[src/rtl/ps2_pkg.sv]
// Shared types and constants for the PS/2 WSAD/arrow-key decoder.
package ps2_pkg;

   typedef enum logic [1:0] {
      ST_IDLE    = 2'd0,
      ST_BRK     = 2'd1,
      ST_EXT     = 2'd2,
      ST_EXT_BRK = 2'd3
   } state_t;

   localparam logic [7:0] SC_W     = 8'h1D;
   localparam logic [7:0] SC_S     = 8'h1B;
   localparam logic [7:0] SC_A     = 8'h1C;
   localparam logic [7:0] SC_D     = 8'h23;
   localparam logic [7:0] SC_UP    = 8'h75;
   localparam logic [7:0] SC_DOWN  = 8'h72;
   localparam logic [7:0] SC_LEFT  = 8'h6B;
   localparam logic [7:0] SC_RIGHT = 8'h74;
   localparam logic [7:0] SC_E0    = 8'hE0;
   localparam logic [7:0] SC_F0    = 8'hF0;
   localparam logic [7:0] SC_AA    = 8'hAA;

   localparam logic [1:0] KEY_W = 2'd3;
   localparam logic [1:0] KEY_S = 2'd2;
   localparam logic [1:0] KEY_A = 2'd1;
   localparam logic [1:0] KEY_D = 2'd0;

   typedef struct packed {
      logic       hit;
      logic [1:0] idx;
   } key_map_t;

   function automatic key_map_t map_plain(input logic [7:0] c);
      key_map_t m;
      m = '0;
      case (c)
         SC_W: begin m.hit = 1'b1; m.idx = KEY_W; end
         SC_S: begin m.hit = 1'b1; m.idx = KEY_S; end
         SC_A: begin m.hit = 1'b1; m.idx = KEY_A; end
         SC_D: begin m.hit = 1'b1; m.idx = KEY_D; end
         default: m = '0;
      endcase
      return m;
   endfunction

   // Arrow keys alias onto the same four bits as WSAD.
   function automatic key_map_t map_ext(input logic [7:0] c);
      key_map_t m;
      m = '0;
      case (c)
         SC_UP:    begin m.hit = 1'b1; m.idx = KEY_W; end
         SC_DOWN:  begin m.hit = 1'b1; m.idx = KEY_S; end
         SC_LEFT:  begin m.hit = 1'b1; m.idx = KEY_A; end
         SC_RIGHT: begin m.hit = 1'b1; m.idx = KEY_D; end
         default:  m = '0;
      endcase
      return m;
   endfunction

endpackage

[src/rtl/ps2_wsad_decoder_if.sv]
// Keyboard-side bus and decoded outputs of the PS/2 WSAD decoder.
interface ps2_wsad_decoder_if;
   logic       ps2_clk;
   logic       ps2_data;
   logic [3:0] wsad_down;
   logic [7:0] code;
   logic       code_valid;
   logic       frame_err;

   modport master (output ps2_clk, ps2_data,
                   input  wsad_down, code, code_valid, frame_err);
   modport slave  (input  ps2_clk, ps2_data,
                   output wsad_down, code, code_valid, frame_err);
endinterface

[src/rtl/ps2_rx_frame.sv]
// PS/2 frame receiver: synchronizers, falling-edge detect, 11-bit deframing, parity.
// Optional partial-frame timeout is built only when PS2_TIMEOUT_EN is defined.
module ps2_rx_frame #(
   parameter int TIMEOUT_CYCLES = 100000
) (
   input  logic       clk,
   input  logic       rst,
   input  logic       i_ps2_clk,
   input  logic       i_ps2_data,
   output logic [7:0] o_code,
   output logic       o_code_valid,
   output logic       o_frame_err
);

   if (TIMEOUT_CYCLES < 2) begin : g_bad_timeout
      $error("TIMEOUT_CYCLES must be at least 2");
   end

   logic       r_clk_s1, r_clk_s2, r_clk_s3;
   logic       r_dat_s1, r_dat_s2;
   logic [3:0] r_bit_cnt;
   logic [7:0] r_shift;
   logic       r_par;
   logic [7:0] r_code;
   logic       r_code_valid;
   logic       r_frame_err;
   logic       w_fall;
   logic       w_timeout;

   assign w_fall = r_clk_s3 & ~r_clk_s2;

`ifdef PS2_TIMEOUT_EN
   localparam int TW = $clog2(TIMEOUT_CYCLES + 1);
   logic [TW-1:0] r_to_cnt;

   always_ff @(posedge clk or posedge rst) begin
      if (rst)                            r_to_cnt <= '0;
      else if (w_fall || r_bit_cnt == 4'd0) r_to_cnt <= '0;
      else                                r_to_cnt <= r_to_cnt + 1'b1;
   end

   assign w_timeout = (r_bit_cnt != 4'd0) && !w_fall &&
                      (r_to_cnt == TW'(TIMEOUT_CYCLES - 1));
`else
   assign w_timeout = 1'b0;
`endif

   // Synchronizers reset high so an idle bus does not look like a falling edge.
   always_ff @(posedge clk or posedge rst) begin
      if (rst) begin
         r_clk_s1     <= 1'b1;
         r_clk_s2     <= 1'b1;
         r_clk_s3     <= 1'b1;
         r_dat_s1     <= 1'b1;
         r_dat_s2     <= 1'b1;
         r_bit_cnt    <= 4'd0;
         r_shift      <= 8'd0;
         r_par        <= 1'b0;
         r_code       <= 8'd0;
         r_code_valid <= 1'b0;
         r_frame_err  <= 1'b0;
      end else begin
         r_clk_s1     <= i_ps2_clk;
         r_clk_s2     <= r_clk_s1;
         r_clk_s3     <= r_clk_s2;
         r_dat_s1     <= i_ps2_data;
         r_dat_s2     <= r_dat_s1;
         r_code_valid <= 1'b0;
         r_frame_err  <= 1'b0;
         if (w_timeout) begin
            r_bit_cnt   <= 4'd0;
            r_frame_err <= 1'b1;
         end else if (w_fall) begin
            case (r_bit_cnt)
               4'd0: if (!r_dat_s2) r_bit_cnt <= 4'd1;
               4'd1, 4'd2, 4'd3, 4'd4, 4'd5, 4'd6, 4'd7, 4'd8: begin
                  r_shift   <= {r_dat_s2, r_shift[7:1]};
                  r_bit_cnt <= r_bit_cnt + 4'd1;
               end
               4'd9: begin
                  r_par     <= r_dat_s2;
                  r_bit_cnt <= 4'd10;
               end
               default: begin
                  if ((^{r_shift, r_par}) && r_dat_s2) begin
                     r_code       <= r_shift;
                     r_code_valid <= 1'b1;
                  end else begin
                     r_frame_err  <= 1'b1;
                  end
                  r_bit_cnt <= 4'd0;
               end
            endcase
         end
      end
   end

   assign o_code       = r_code;
   assign o_code_valid = r_code_valid;
   assign o_frame_err  = r_frame_err;

endmodule

[src/rtl/ps2_wsad_decoder.sv]
// PS/2 keyboard decoder tracking held state of W/S/A/D and the arrow keys.
// Build with PS2_TIMEOUT_EN defined to discard stalled partial frames.
module ps2_wsad_decoder
   import ps2_pkg::*;
#(
   parameter int TIMEOUT_CYCLES = 100000
) (
   input  logic               clk,
   input  logic               rst,
   ps2_wsad_decoder_if.slave  bus
);

   logic [7:0] w_code;
   logic       w_code_valid;
   logic       w_frame_err;
   state_t     r_state, w_state_nxt;
   logic [3:0] r_wsad, w_wsad_nxt;
   key_map_t   w_mp, w_me;

   ps2_rx_frame #(.TIMEOUT_CYCLES(TIMEOUT_CYCLES)) u_rx (
      .clk          (clk),
      .rst          (rst),
      .i_ps2_clk    (bus.ps2_clk),
      .i_ps2_data   (bus.ps2_data),
      .o_code       (w_code),
      .o_code_valid (w_code_valid),
      .o_frame_err  (w_frame_err)
   );

   assign w_mp = map_plain(w_code);
   assign w_me = map_ext(w_code);

   always_ff @(posedge clk or posedge rst) begin
      if (rst) begin
         r_state <= ST_IDLE;
         r_wsad  <= 4'b0000;
      end else begin
         r_state <= w_state_nxt;
         r_wsad  <= w_wsad_nxt;
      end
   end

   // BAT-pass (AA) wipes key state regardless of any pending prefix.
   always_comb begin
      w_state_nxt = r_state;
      w_wsad_nxt  = r_wsad;
      if (w_frame_err) begin
         w_state_nxt = ST_IDLE;
      end else if (w_code_valid) begin
         if (w_code == SC_AA) begin
            w_wsad_nxt  = 4'b0000;
            w_state_nxt = ST_IDLE;
         end else begin
            case (r_state)
               ST_IDLE: begin
                  if (w_code == SC_E0)      w_state_nxt = ST_EXT;
                  else if (w_code == SC_F0) w_state_nxt = ST_BRK;
                  else if (w_mp.hit)        w_wsad_nxt[w_mp.idx] = 1'b1;
               end
               ST_EXT: begin
                  if (w_code == SC_F0) begin
                     w_state_nxt = ST_EXT_BRK;
                  end else begin
                     if (w_me.hit) w_wsad_nxt[w_me.idx] = 1'b1;
                     w_state_nxt = ST_IDLE;
                  end
               end
               ST_BRK: begin
                  if (w_mp.hit) w_wsad_nxt[w_mp.idx] = 1'b0;
                  w_state_nxt = ST_IDLE;
               end
               default: begin
                  if (w_me.hit) w_wsad_nxt[w_me.idx] = 1'b0;
                  w_state_nxt = ST_IDLE;
               end
            endcase
         end
      end
   end

   assign bus.wsad_down  = r_wsad;
   assign bus.code       = w_code;
   assign bus.code_valid = w_code_valid;
   assign bus.frame_err  = w_frame_err;

endmodule

[src/flat_wrapper.sv]
// flat-port wrapper written by rule: the top's interface ports become plain ports
module ps2_wsad_decoder_flat import ps2_pkg::*;
#(
   parameter int TIMEOUT_CYCLES = 100000
)
  (clk, rst, bus_ps2_clk, bus_ps2_data, bus_wsad_down, bus_code, bus_code_valid, bus_frame_err);
  ps2_wsad_decoder_if bus_i ();
  input  logic clk;
  input  logic rst;
  input wire logic [$bits(bus_i.ps2_clk)-1:0] bus_ps2_clk;
  input wire logic [$bits(bus_i.ps2_data)-1:0] bus_ps2_data;
  output wire logic [$bits(bus_i.wsad_down)-1:0] bus_wsad_down;
  output wire logic [$bits(bus_i.code)-1:0] bus_code;
  output wire logic [$bits(bus_i.code_valid)-1:0] bus_code_valid;
  output wire logic [$bits(bus_i.frame_err)-1:0] bus_frame_err;
  assign bus_i.ps2_clk = bus_ps2_clk;
  assign bus_i.ps2_data = bus_ps2_data;
  assign bus_wsad_down = bus_i.wsad_down;
  assign bus_code = bus_i.code;
  assign bus_code_valid = bus_i.code_valid;
  assign bus_frame_err = bus_i.frame_err;
  ps2_wsad_decoder #(.TIMEOUT_CYCLES(TIMEOUT_CYCLES)) u_core (.clk(clk), .rst(rst), .bus(bus_i));
endmodule
[config.mk]
export PLATFORM = sky130hd
export DESIGN_NAME = ps2_wsad_decoder_flat
export DESIGN_NICKNAME = d
export VERILOG_FILES = /design/src/rtl/ps2_pkg.sv /design/src/rtl/ps2_wsad_decoder_if.sv /design/src/rtl/ps2_rx_frame.sv /design/src/rtl/ps2_wsad_decoder.sv /design/src/flat_wrapper.sv
export SDC_FILE = /design/constraint.sdc
export NUM_CORES = 1
export LEC_CHECK = 0
export CAP_MARGIN = 10
export CORE_ASPECT_RATIO = 0.7
export CORE_MARGIN = 5
export CORE_UTILIZATION = 40
export CTS_CLUSTER_DIAMETER = 60
export DETAILED_ROUTE_END_ITERATION = 10
export PLACE_DENSITY = 0.6
export SLEW_MARGIN = 20
export SYNTH_ARGS = -nofsm -noshare
export SYNTH_HDL_FRONTEND = slang
export SYNTH_SLANG_ARGS = --single-unit
[constraint.sdc]
create_clock -name clk -period 2.1 [get_ports clk]
set_clock_uncertainty 0.2 [all_clocks]
set_input_delay 0.21 -clock clk [delete_from_list [all_inputs] [get_ports clk]]
set_output_delay 0.21 -clock clk [all_outputs]
set_load 0.02 [all_outputs]
==> out/results.tsv <==
metric	value	unit
finalSetupViolations	9	
routed-via-count	1527	
grt.overflow.total	0	
syn_to_final_growth	31.9	%
leakagePower	1.09	nW
multi_input_area	1060	um^2
synth_sequential_area_ratio	45.2	%
cts.path.max_buffers	2	
cts-buffers-inserted	5	
hpwl	3.16	mm
synthesis.yosys.warnings	0	
synth_cells	169	
clkLatencyLatePin	0.29	ns
critical_path.startpoint_type	flop	
drive_gt1_share	36.8	%
report.power.total	0.00354	W
htree_levels	2	
combPwrFrac	54.3	%
start_util	40.5	%
finalMaxSlewViolations	0	
commonest_non_fill_non_tap_cell_in_the_layout	sky130_fd_sc_hd__buf_4	
number_of_placement_rows	21	
syn_avg_cell_area	11.2	um^2
hold_viol	0	
drt-pass1-iter-count	4	
max_cap_viol_count	0	
clkPwrFrac	14.6	%
via_per_inst	5.51	
rsz0062_at_grt	yes	
criticalPathCategory	reg2reg	
synth.largest_area_cell	sky130_fd_sc_hd__dfrtp_1	
ys_ff_latch	34	
power_density_cells	1420	nW/um^2
die_area	6240	um^2
synthFlopType	sky130_fd_sc_hd__dfrtp_1	
diodes	0	
post-route-period-util	106	%
max_slew.worst_pin.slew	0.437	ns
final_routed_wire_length_divided_by_cell_count	15.9	um
internal-power	0.00220	W
cts_tree	yes	
arrival_time_reported_for_the_critical_path_endpoint	2.20	ns
layout.area.seq	860	um^2
fmax	450	MHz
final_design_area_no_fill	2500	um^2
cts_hold_repair.buffers	0	
crit_path_max_fanout	4	
iter_0_drt_violations	88	
layout_min_cycle_time	2.22	ns
synth_largest_type_area_fraction	38.3	%
postRouteAntennaNets	0	
sw_frac_of_total	37.8	%
slew_headroom	70.9	%
drt_wl_total	4.40	mm
post_synth_instance_area	1900	um^2
die_width	92.3	um
grt_usage	15.5	%
design.core.area	4680	um^2
worstPathRequired	2.08	ns
detailed_place.area	2310	um^2
total_nets_after_synthesis	177	
clk_pin_slew_worst_paths	0.08	ns
post-route-util	53.5	%
pwr-share-seq	31.1	%
vdd.ir_drop.worst	0.846	mV
io_buffer_count	17	
fraction_of_registers_with_async_set_reset	100	%
number_of_flops_mapped_to_enable_cells_by_yosys	0	
most-common-layout-cells	sky130_fd_sc_hd__buf_4, sky130_fd_sc_hd__dfrtp_1, sky130_fd_sc_hd__clkdlybuf4s50_1, sky130_fd_sc_hd__nand2_1, sky130_fd_sc_hd__nand3_1	
io-pin-count	18	
grt_max_degree	35	
filler_cell_count	401	
vias_in_the_first_global_route	1535	
fin_ws	-0.125	ns
drc_errors	0	
grt_pass1_wl	7.42	mm
initial_antenna_violation_count	0	
die_h	67.6	um
finalNetCount	227	
min-delay-path-class	in2async	
cts.sinks	34	
ranking_of_synthesized_cells_by_area	sky130_fd_sc_hd__dfrtp_1, sky130_fd_sc_hd__dfstp_2, sky130_fd_sc_hd__mux2_4	
switching_power	0.00134	W
outcome	finished with violations	
clock_root_buffer	sky130_fd_sc_hd__clkbuf_8	
globalplace.congestion	0.837	
final.setup.tns	-0.941	ns
violations	negative setup slack	
setup.worst_path.end_class	flop	
yosysUniqueCellTypes	50	
## kinds of logic after synthesis
group	share of synthesized area (%)
multiplexers	12.2
flip-flops	45.2
XOR/XNOR	4.36
adder cells (fa/ha/maj)	2.64
AND/OR/NAND/NOR	21.2
AO/OA/AOI/OAI	12.1
buffers and inverters	2.31
## path summary, 6_finish.rpt
check	start	end	slack, ns	cells after the start
max	u_core.u_rx.r_bit_cnt[1]	u_core.u_rx.o_code[6]	-0.12	7
min	rst	u_core.r_state[1]	0.11	3
max reg2reg	u_core.u_rx.r_bit_cnt[1]	u_core.u_rx.o_code[6]	-0.12	7
min reg2reg	u_core.u_rx.r_clk_s1	u_core.u_rx.r_clk_s2	0.16	0
max in group asynchronous	rst	u_core.u_rx.r_dat_s2	1.25	3
min in group clk	bus_ps2_data	u_core.u_rx.r_dat_s1	0.13	1
## power groups by stage
stage               sequential (W)  clock [W]  combinational [W]
floorplan                  0.00110          0            0.00104
global placement           0.00107          0            0.00169
detailed placement         0.00109          0            0.00175
CTS                        0.00109   0.000530            0.00188
global route               0.00114   0.000557            0.00206
finish                     0.00110   0.000515            0.00192
## metrics by stage
| step | cells | hold WS, ns | setup WS (ns) |
|---|---|---|---|
| after floorplan | 169 | 0.0145 | 0.0101 |
| after global placement | 263 | 0.146 | -0.0417 |
| after detailed placement | 263 | 0.150 | -0.205 |
| after CTS | 275 | 0.111 | -0.102 |
| after global routing | 277 | 0.125 | -0.237 |
| final | 277 | 0.106 | -0.125 |
## worst max-delay path, cell delays in order (launching register included)
cell                      delay [ns]
sky130_fd_sc_hd__dfrtp_1        0.41
sky130_fd_sc_hd__inv_2          0.08
sky130_fd_sc_hd__ha_4           0.17
sky130_fd_sc_hd__nor4_4         0.29
sky130_fd_sc_hd__a22oi_2        0.12
sky130_fd_sc_hd__nor4_4         0.30
sky130_fd_sc_hd__nand3_2        0.22
sky130_fd_sc_hd__mux2_4         0.33
## synth_stat cells (all sizes together) (3+ instances only)
cell type,number
dfstp,5
nand2b,6
o211ai,3
inv,7
mux2,17
ha,4
nand4,5
nand2,14
xnor2,5
and3b,4
nand3,11
o21ai,5
nor2b,3
dfrtp,29
a21oi,6
nor2,6
## layout make-up
| type | instances | area share [%] |
|---|---|---|
| inverter | 7 | 1.05 |
| clock inverter | 2 | 0.501 |
| clock buffer | 6 | 3.30 |
| multi-input combinational | 125 | 42.2 |
| sequential | 34 | 34.4 |
| tap | 57 | 2.85 |
| timing repair buffer | 46 | 15.7 |
## state kept, by name (all words and copies together) (netlist names), 2 cells and up
register / count
u_core.u_rx.r_shift: 8
u_core.u_rx.r_bit_cnt: 4
u_core.bus.wsad_down: 4
u_core.u_rx.o_code: 8
u_core.r_state: 2
## metal layers
metal / vias up / share of wire (%) / GRT usage [%]
met5: - / 0 / 0
met1: 744 / 47 / 19.6
li1: 726 / - / -
met4: 0 / 1.3 / 7.22
met3: 6 / 5.1 / 4.34
met2: 51 / 47 / 24.9
## timing repair
action / CTS / global route
setup endpoints to repair: 9 / 22
buffers inserted: 3 / 2
pin swaps: 1 / 3
cloned: 1 / 0
resized for setup: 8 / 6
Power figures use the tool's default switching activity.
